$ cat src/rtl/sw_debounce.sv
// rtl/sw_debounce.sv - per-bit switch synchroniser, stability-counter debouncer and edge pulse generator
module sw_debounce #(
  parameter int p_width  = 10,
  parameter int p_stable = 1_000_000
) (
  input  logic               i_clk,
  input  logic               i_rst,
  input  logic [p_width-1:0] i_sw,
  output logic [p_width-1:0] o_level,
  output logic [p_width-1:0] o_rise,
  output logic [p_width-1:0] o_fall,
  output logic [p_width-1:0] o_toggle,
  output logic               o_any
);

  localparam int              c_cw   = $clog2(p_stable + 1);
  localparam logic [c_cw-1:0] c_last = c_cw'(p_stable - 1);
  localparam logic [c_cw-1:0] c_one  = c_cw'(1);

  logic [p_width-1:0] sync1;
  logic [p_width-1:0] sync2;
  logic [c_cw-1:0]    cnt_q    [p_width];
  logic [c_cw-1:0]    cnt_next [p_width];
  logic [p_width-1:0] level_next;
  logic [p_width-1:0] rise_next;
  logic [p_width-1:0] fall_next;
  logic [p_width-1:0] toggle_next;

  // Only sync2 is observed downstream; the raw input never touches combinational logic.
  always_ff @(posedge i_clk or posedge i_rst) begin
    if (i_rst) begin
      sync1 <= '0;
      sync2 <= '0;
    end else begin
      sync1 <= i_sw;
      sync2 <= sync1;
    end
  end

  always_comb begin
    level_next = o_level;
    rise_next  = '0;
    fall_next  = '0;
    for (int i = 0; i < p_width; i++) begin
      cnt_next[i] = '0;
    end
    // Any sample matching the current level restarts the stability window.
    for (int i = 0; i < p_width; i++) begin
      if (sync2[i] != o_level[i]) begin
        if (cnt_q[i] == c_last) begin
          level_next[i] = sync2[i];
          rise_next[i]  = sync2[i];
          fall_next[i]  = ~sync2[i];
        end else begin
          cnt_next[i] = cnt_q[i] + c_one;
        end
      end
    end
    toggle_next = rise_next | fall_next;
  end

  always_ff @(posedge i_clk or posedge i_rst) begin
    if (i_rst) begin
      for (int i = 0; i < p_width; i++) begin
        cnt_q[i] <= '0;
      end
      o_level  <= '0;
      o_rise   <= '0;
      o_fall   <= '0;
      o_toggle <= '0;
      o_any    <= 1'b0;
    end else begin
      for (int i = 0; i < p_width; i++) begin
        cnt_q[i] <= cnt_next[i];
      end
      o_level  <= level_next;
      o_rise   <= rise_next;
      o_fall   <= fall_next;
      o_toggle <= toggle_next;
      o_any    <= |toggle_next;
    end
  end

endmodule

$ cat config.mk
export PLATFORM = sky130hd
export DESIGN_NAME = sw_debounce
export DESIGN_NICKNAME = d
export VERILOG_FILES = /design/src/rtl/sw_debounce.sv
export SDC_FILE = /design/constraint.sdc
export NUM_CORES = 1
export LEC_CHECK = 0
export ABC_AREA = 1
export ABC_CLOCK_PERIOD_IN_PS = 9800
export CORE_ASPECT_RATIO = 0.6
export CORE_MARGIN = 4
export CORE_UTILIZATION = 56
export DETAILED_ROUTE_END_ITERATION = 10
export PLACE_DENSITY_LB_ADDON = 0.15
export SLEW_MARGIN = 25
export SYNTH_ARGS = -nofsm -noshare
export SYNTH_HDL_FRONTEND = slang
export SYNTH_SLANG_ARGS = --single-unit
$ cat constraint.sdc
create_clock -name i_clk -period 9.8 [get_ports i_clk]
set_clock_uncertainty 0.15 [all_clocks]
set_input_delay 1.96 -clock i_clk [delete_from_list [all_inputs] [get_ports i_clk]]
set_output_delay 1.96 -clock i_clk [all_outputs]
set_load 0.02 [all_outputs]
=== Yosys cells after proc, flatten, opt, wreduce, memory -nomap -nowiden ===
Index checks and enable logic that the tools add are counted.

* Equality and inequality tests: 20
* Reduce and logical (&&, ||, !) cells: 11
* Mux-type cells: 60
* Bitwise logic cells: 11
* Add/subtract/negate cells: 10

{| class="wikitable"
|+ Operators with widths
! operator !! count
|-
| two-way mux 20 bit || 20
|-
| adder 20 x 1 -> 20 bit, second input constant || 10
|-
| == test 20 bit, second input constant || 10
|-
| two-way mux 1 bit || 40
|-
| AND reduction 2 bit || 10
|-
| != test 1 bit || 10
|-
| inverter 1 bit || 10
|-
| bitwise OR 10 bit || 1
|-
| OR reduction 10 bit || 1
|}

* Input port bits: 12
* Bits in registers: 261

=== Longest topological paths before layout ===
Gate-level depths: netlist of the first run.

* Depth in word-level cells: 5
* Mapped depth: 10

=== Worst setup path before layout of the first run ===
OpenSTA, ideal clock, no wires.

* Path kind: reg2out
* From: reg o_level[1]
* To: out o_level[1]
* Stages on the path, launching flop included: 1
* Slack: 7.248 ns
* Arrival time: 0.442 ns
* Path through: dfrtp_1

{| class="wikitable"
|+ RTL lines
! element !! line !! text
|-
| start: declaration || 9 || <nowiki>output logic [p_width-1:0] o_level,</nowiki>
|-
| start signal: assignment || 76 || <nowiki>o_level <= level_next;</nowiki>
|}

No word-level cell between the ends.

=== Worst setup path after layout of the first run ===
* From: reg o_level[1]
* To: out o_level[1]

No word-level cell between the ends.

==> impl_metrics.csv, run 1 <==
group,metric,value,unit
grt,grt_pass1_wl,48800,um
power,p_sw_share,21.8,%
critical_path,crit_path_start_kind,"flip-flop",
floorplan,core_area,23400,um^2
placement,dp_hpwl,20600,um
synthesis,syn_area_per_cell,8.25,um^2
sta,max_slew.worst_pin.slew,0.822,ns
grt,use_met1,35.8,%
clock_network,cts_resized,0,
clock_network,hold_buffers,0,
critical_path,critPathRequiredTime,7.69,ns
critical_path,max_stage_delay,0.62,ns
synthesis,synth_nets,1660,
layout,finalNonFillerCells,2047,
synthesis,synth_edf_count,0,
grt,grtUsageTotal,21.6,%
sta,hold_viol,0,
power,power,2.15,mW
clock_network,clock_latency,0.52,ns
critical_path,arrival,1.52,ns
grt,grt_overflow,0,
outcome,status,"complete, no violations",
synthesis,synthCells,1638,
floorplan,io_pins,53,
power,p_comb_share,3.4,%
synthesis,synthTopCellsByCount,"nor2_1 (332), nand2_1 (305), dfrtp_1 (261)",
grt,grtUsageMet3,3.74,%
routing,drt_iter0_drc,994,
synthesis,synthMostInstantiatedCell,"nor2_1",
synthesis,ys_warn_count,0,
routing,final_antenna_net_count,0,
clock_network,post-cts-setup-buffer-count,0,
synthesis,yosysTopAreaCellShare,48.4,%
synthesis,ys_types,44,
routing,wl_per_cell,13.9,um
synthesis,synth-main-ff-cell,"dfrtp_1",
sta,setup_ws,6.17,ns
sta,setup_tns,0,ns
floorplan,die_h,128,um
placement,numPortBuffers,52,
synthesis,ys_seq_area_share,48.4,%
sta,rsz0062_at_grt,"no",
floorplan,rows,43,
critical_path,critPathBufInv,1,
power,ir_worst_vdd,111,uV
critical_path,cp-end-kind,"primary output",
routing,via_per_inst,5.22,
sta,setup_viol,0,
floorplan,dieArea,26800,um^2
sta,slew_headroom,45.2,%
min_path,hold_path_class,"reg -> reg",
layout,nets,1739,
power,sequentialPowerShare,51.3,%
synthesis,async_flop_share,100,%
placement,post-place-ws,5.52,ns
synthesis,ys_ff_latch,261,
sta,fmax,275,MHz
routing,drcViolationCount,0,
layout,drive_above_1_share,12.4,%
grt,antenna_found_initial,0,
routing,routed_wl,28400,um
sta,finalMaxSlewViolations,0,
job,cap_violations,0,
sta,timing.hold.ws,0.195,ns
clock_network,cts_root_buffer,"clkbuf_16",
critical_path,critPathTopFamily,"buffers and inverters",
routing,via_count,10700,
floorplan,dieWidth,209,um
placement,dpl.cell_count,2005,
synthesis,yosys.area.top_type,"dfrtp_1",
placement,gp_congestion,0.890,
clock_network,clock_path_buffers,3,
power,p_int,1.68,mW
power,power.switching,0.469,mW
routing,first_pass_iters,5,
grt,top_usage_layer,"met1",
power,power.leakage,6.56,nW
clock_network,cts_tree,"done",
clock_network,numCtsBuffers,25,
grt,grt_max_degree,144,
critical_path,path_cells,"clkdlybuf4s50_1",
layout,area_growth,12.9,%
floorplan,initial_core_util,57.7,%
grt,use_met2,29.7,%
critical_path,cp_max_fo,3,
critical_path,critPathSlowestCell,"clkdlybuf4s50_1",
clock_network,clk_pin_slew_worst_paths,0.06,ns
sta,finalCritPeriodShare,37.0,%
synthesis,syn_area,13500,um^2
power,p_clk_share,45.3,%
sta,period_minus_slack,3.63,ns
critical_path,worstSetupPathType,"reg -> out",
clock_network,cts-htree-levels,1,
layout,n_antenna_cell,0,
clock_network,cts_num_sinks,261,
power,p_per_area,141,nW/um^2
grt,grt_pass1_vias,9944,
synthesis,synth.area.top_cells,"dfrtp_1 (48%), nor2_1 (9.2%), nand2_1 (8.5%), inv_1 (5.1%), xor2_1 (3.3%)",
==> worst paths after layout <==
| check | start | end | slack, ns | depth (start not counted) |
|---|---|---|---|---|
| setup / recovery | o_level[1] | o_level[1] | 6.17 | 1 |
| hold / removal | sync1[8] | sync2[8] | 0.20 | 0 |
| setup reg to reg | o_level[1] | cnt_q[179] | 7.91 | 8 |
| hold reg to reg | sync1[8] | sync2[8] | 0.20 | 0 |
| max in group asynchronous | i_rst | cnt_q[32] | 6.42 | 3 |
| min in group asynchronous | i_rst | o_rise[6] | 1.75 | 2 |
==> state kept, by name (all words and copies together), names as in the netlist <==
signal    cells
o_rise       10
o_toggle     10
sync1        10
cnt_q       200
sync2        10
o_fall       10
o_any         1
o_level      10
==> layout by cell type (no fill, tap or decap), drive strengths merged, types with 6 or more instances in the layout <==
master | synthesis | routed
a211oi | 7 | 7
a21oi | 53 | 53
clkbuf | 1 | 34
clkdlybuf4s50 | 0 | 52
clkinv | 1 | 6
dfrtp | 261 | 261
ha | 10 | 10
inv | 223 | 222
nand2 | 320 | 320
nand3 | 115 | 115
nand3b | 6 | 6
nand4 | 29 | 29
nor2 | 377 | 377
nor3 | 98 | 98
nor3b | 16 | 16
o21ai | 24 | 24
o22ai | 7 | 7
or2 | 9 | 9
xnor2 | 17 | 17
xor2 | 51 | 51
==> power groups by stage <==
stage / combinational, mW / sequential (mW) / clock, mW
5_1_grt: 0.0860 / 1.10 / 1.05
6_report: 0.0738 / 1.10 / 0.974
3_3_place_gp: 0.0733 / 1.12 / 0
3_5_place_dp: 0.0756 / 1.12 / 0
2_1_floorplan: 0.0532 / 1.12 / 0
4_1_cts: 0.0760 / 1.10 / 1.00
==> final cells by class <==
class	instances	area, um^2
timing repair buffer	54	536
multi-input combinational	1151	6120
clock inverter	8	125
sequential	261	6530
fill	1934	8150
tap	315	394
inverter	224	858
clock buffer	34	689
==> kinds of logic after synthesis <==
group / after synthesis / synth area share, %
adder cells (fa/ha/maj): 10 / 0.926
flip-flops: 261 / 48.4
AND/OR/NAND/NOR: 976 / 36.0
XOR/XNOR: 68 / 4.41
AO/OA/AOI/OAI: 97 / 3.97
buffers and inverters: 226 / 6.33
==> stage by stage <==
stage                     util (%)  cell area (um^2)
final                         65.2             15300
after global routing          65.2             15300
after CTS                     65.2             15300
after detailed placement      61.7             14400
after global placement        61.7             14400
after floorplan                  -             13500
==> routing by layer <==
| metal | routed length [um] | vias to the layer above |
|---|---|---|
| met1 | 14700 | 4961 |
| met4 | 420 | 0 |
| met2 | 11200 | 336 |
| met5 | 0 | - |
| li1 | - | 5353 |
| met3 | 1990 | 34 |
No activity file was read; power rests on OpenSTA's default activity.
==> run 2: changes to the inputs <==
--- a/config.mk
+++ b/config.mk
@@ -6,7 +6,7 @@
 export NUM_CORES = 1
 export LEC_CHECK = 0
 export ABC_AREA = 1
-export ABC_CLOCK_PERIOD_IN_PS = 9800
+export ABC_CLOCK_PERIOD_IN_PS = 3080
 export CORE_ASPECT_RATIO = 0.6
 export CORE_MARGIN = 4
 export CORE_UTILIZATION = 56
==> constraint.sdc (replaced) <==
create_clock -name i_clk -period 3.08 [get_ports i_clk]
set_clock_uncertainty 0.15 [all_clocks]
set_input_delay 0.616 -clock i_clk [delete_from_list [all_inputs] [get_ports i_clk]]
set_output_delay 0.616 -clock i_clk [all_outputs]
set_load 0.02 [all_outputs]
==> run 2 against run 1 <==
  * Via count hardly changed
  * Die area stayed put
  * Worst hold slack better by 0.0056 ns
  * Clock power increased to 3.2 times the previous value
  * Sequential cell count unchanged
  * Register-to-register slack got worse by 6.7 ns
  * Critical endpoint unchanged
  * Global-route usage decreased by 0.16 points
==> impl_metrics.csv, run 2 (synthesized netlist as in run 1, its figures left out) <==
group,metric,value,unit
floorplan,rows,43,
power,power.leakage,6.59,nW
floorplan,dieArea,26800,um^2
sta,hold_viol,0,
grt,antenna_found_initial,0,
critical_path,crit_path_start_kind,"flip-flop",
layout,post-route-util,65.5,%
placement,gp_congestion,0.951,
critical_path,arrival,1.56,ns
power,p_per_area,447,nW/um^2
clock_network,cts_num_sinks,261,
grt,grtUsageTotal,21.4,%
min_path,hold_path_class,"reg -> reg",
critical_path,worstSetupPathType,"reg -> out",
critical_path,critPathTopFamily,"buffers and inverters",
power,ir_worst_vdd,599,uV
layout,finalNonFillerCells,2052,
sta,finalMaxSlewViolations,0,
sta,slew_headroom,65.9,%
floorplan,dieWidth,209,um
floorplan,die_h,128,um
layout,largest_register_ff_count,200,
routing,wl_met2,11500,um
grt,grt_pass1_wl,48300,um
clock_network,clock_path_buffers,3,
floorplan,core_area,23400,um^2
critical_path,cp-end-kind,"primary output",
routing,routed_wl,28500,um
critical_path,critPathBufInv,1,
layout,drive_above_1_share,12.7,%
clock_network,clk_pin_slew_worst_paths,0.06,ns
layout,nFillCells,1942,
outcome,status,"complete, no violations",
sta,setup_viol,0,
clock_network,clock_latency,0.54,ns
clock_network,cts_root_buffer,"clkbuf_16",
layout,postLayoutCellArea,15300,um^2
floorplan,initial_core_util,57.7,%
sta,max_slew.worst_pin.slew,0.507,ns
critical_path,max_stage_delay,0.64,ns
clock_network,post-cts-setup-buffer-count,0,
job,cap_violations,0,
routing,first_pass_iters,5,
layout,layout_commonest_cell,"nor2_1",
placement,numPortBuffers,52,
placement,post-place-ws,1.20,ns
clock_network,cts_resized,0,
critical_path,critPathRequiredTime,2.31,ns
sta,rsz0062_at_grt,"no",
sta,setup_tns,0,ns
sta,timing.hold.ws,0.201,ns
clock_network,cts-htree-levels,1,
routing,drt_iter0_drc,933,
routing,via_per_inst,5.21,
layout,n_antenna_cell,0,
power,power,6.84,mW
routing,via_count,10700,
placement,dpl.cell_count,2010,
placement,dp_hpwl,21100,um
floorplan,io_pins,53,
grt,grt_pass1_vias,9954,
critical_path,path_cells,"clkdlybuf4s50_1",
sta,period_minus_slack,2.32,ns
layout,top_register,"cnt_q",
sta,fmax,430,MHz
clock_network,cts_tree,"done",
clock_network,numCtsBuffers,25,
layout,most-common-layout-cells,"nor2_1 (332), nand2_1 (305), dfrtp_1 (261)",
routing,drcViolationCount,0,
grt,grt_overflow,0,
grt,grt_max_degree,75,
routing,final_antenna_net_count,0,
routing,top_layer,"met4",
routing,wl_per_cell,13.9,um
layout,nets,1744,
placement,placed_area,14500,um^2
sta,setup_ws,0.756,ns
sta,finalCritPeriodShare,75.5,%
layout,seqCellArea,6530,um^2
routing,wl_met3,2100,um
critical_path,cp_max_fo,3,
routing,wl_met1,14600,um
clock_network,hold_buffers,0,
critical_path,critPathSlowestCell,"clkdlybuf4s50_1",
layout,multiInputGateArea,6120,um^2
layout,area_growth,13.5,%
==> run 2: layout make-up <==
| cell class | count | area share [%] |
|---|---|---|
| inverter | 224 | 5.54 |
| multi-input combinational | 1151 | 39.9 |
| clock inverter | 11 | 0.963 |
| timing repair buffer | 59 | 4.07 |
| sequential | 261 | 42.6 |
| tap | 315 | 2.57 |
| clock buffer | 31 | 4.29 |
==> run 2: final timing paths <==
path,start,end,slack (ns),depth (start not counted)
max in group asynchronous,i_rst,cnt_q[174],1.79,4
max reg2reg,cnt_q[20],cnt_q[38],1.22,10
min,sync1[0],sync2[0],0.20,0
min in group asynchronous,i_rst,o_level[6],0.24,2
max,o_level[1],o_level[1],0.76,1
min reg2reg,sync1[0],sync2[0],0.20,0
==> run 2: per-layer routing <==
| layer | track usage (%) | vias to the layer above |
|---|---|---|
| li1 | - | 5374 |
| met1 | 34.8 | 4987 |
| met2 | 30.0 | 301 |
| met3 | 4.30 | 30 |
| met4 | 3.63 | 0 |
| met5 | 0 | - |
==> run 2: report_power, final <==
part | switching (mW) | total, mW | internal, mW | leakage [nW]
sequential | 0.0342 | 3.51 | 3.47 | 3.58
combinational | 0.171 | 0.246 | 0.0751 | 2.62
clock | 1.32 | 3.09 | 1.77 | 0.392
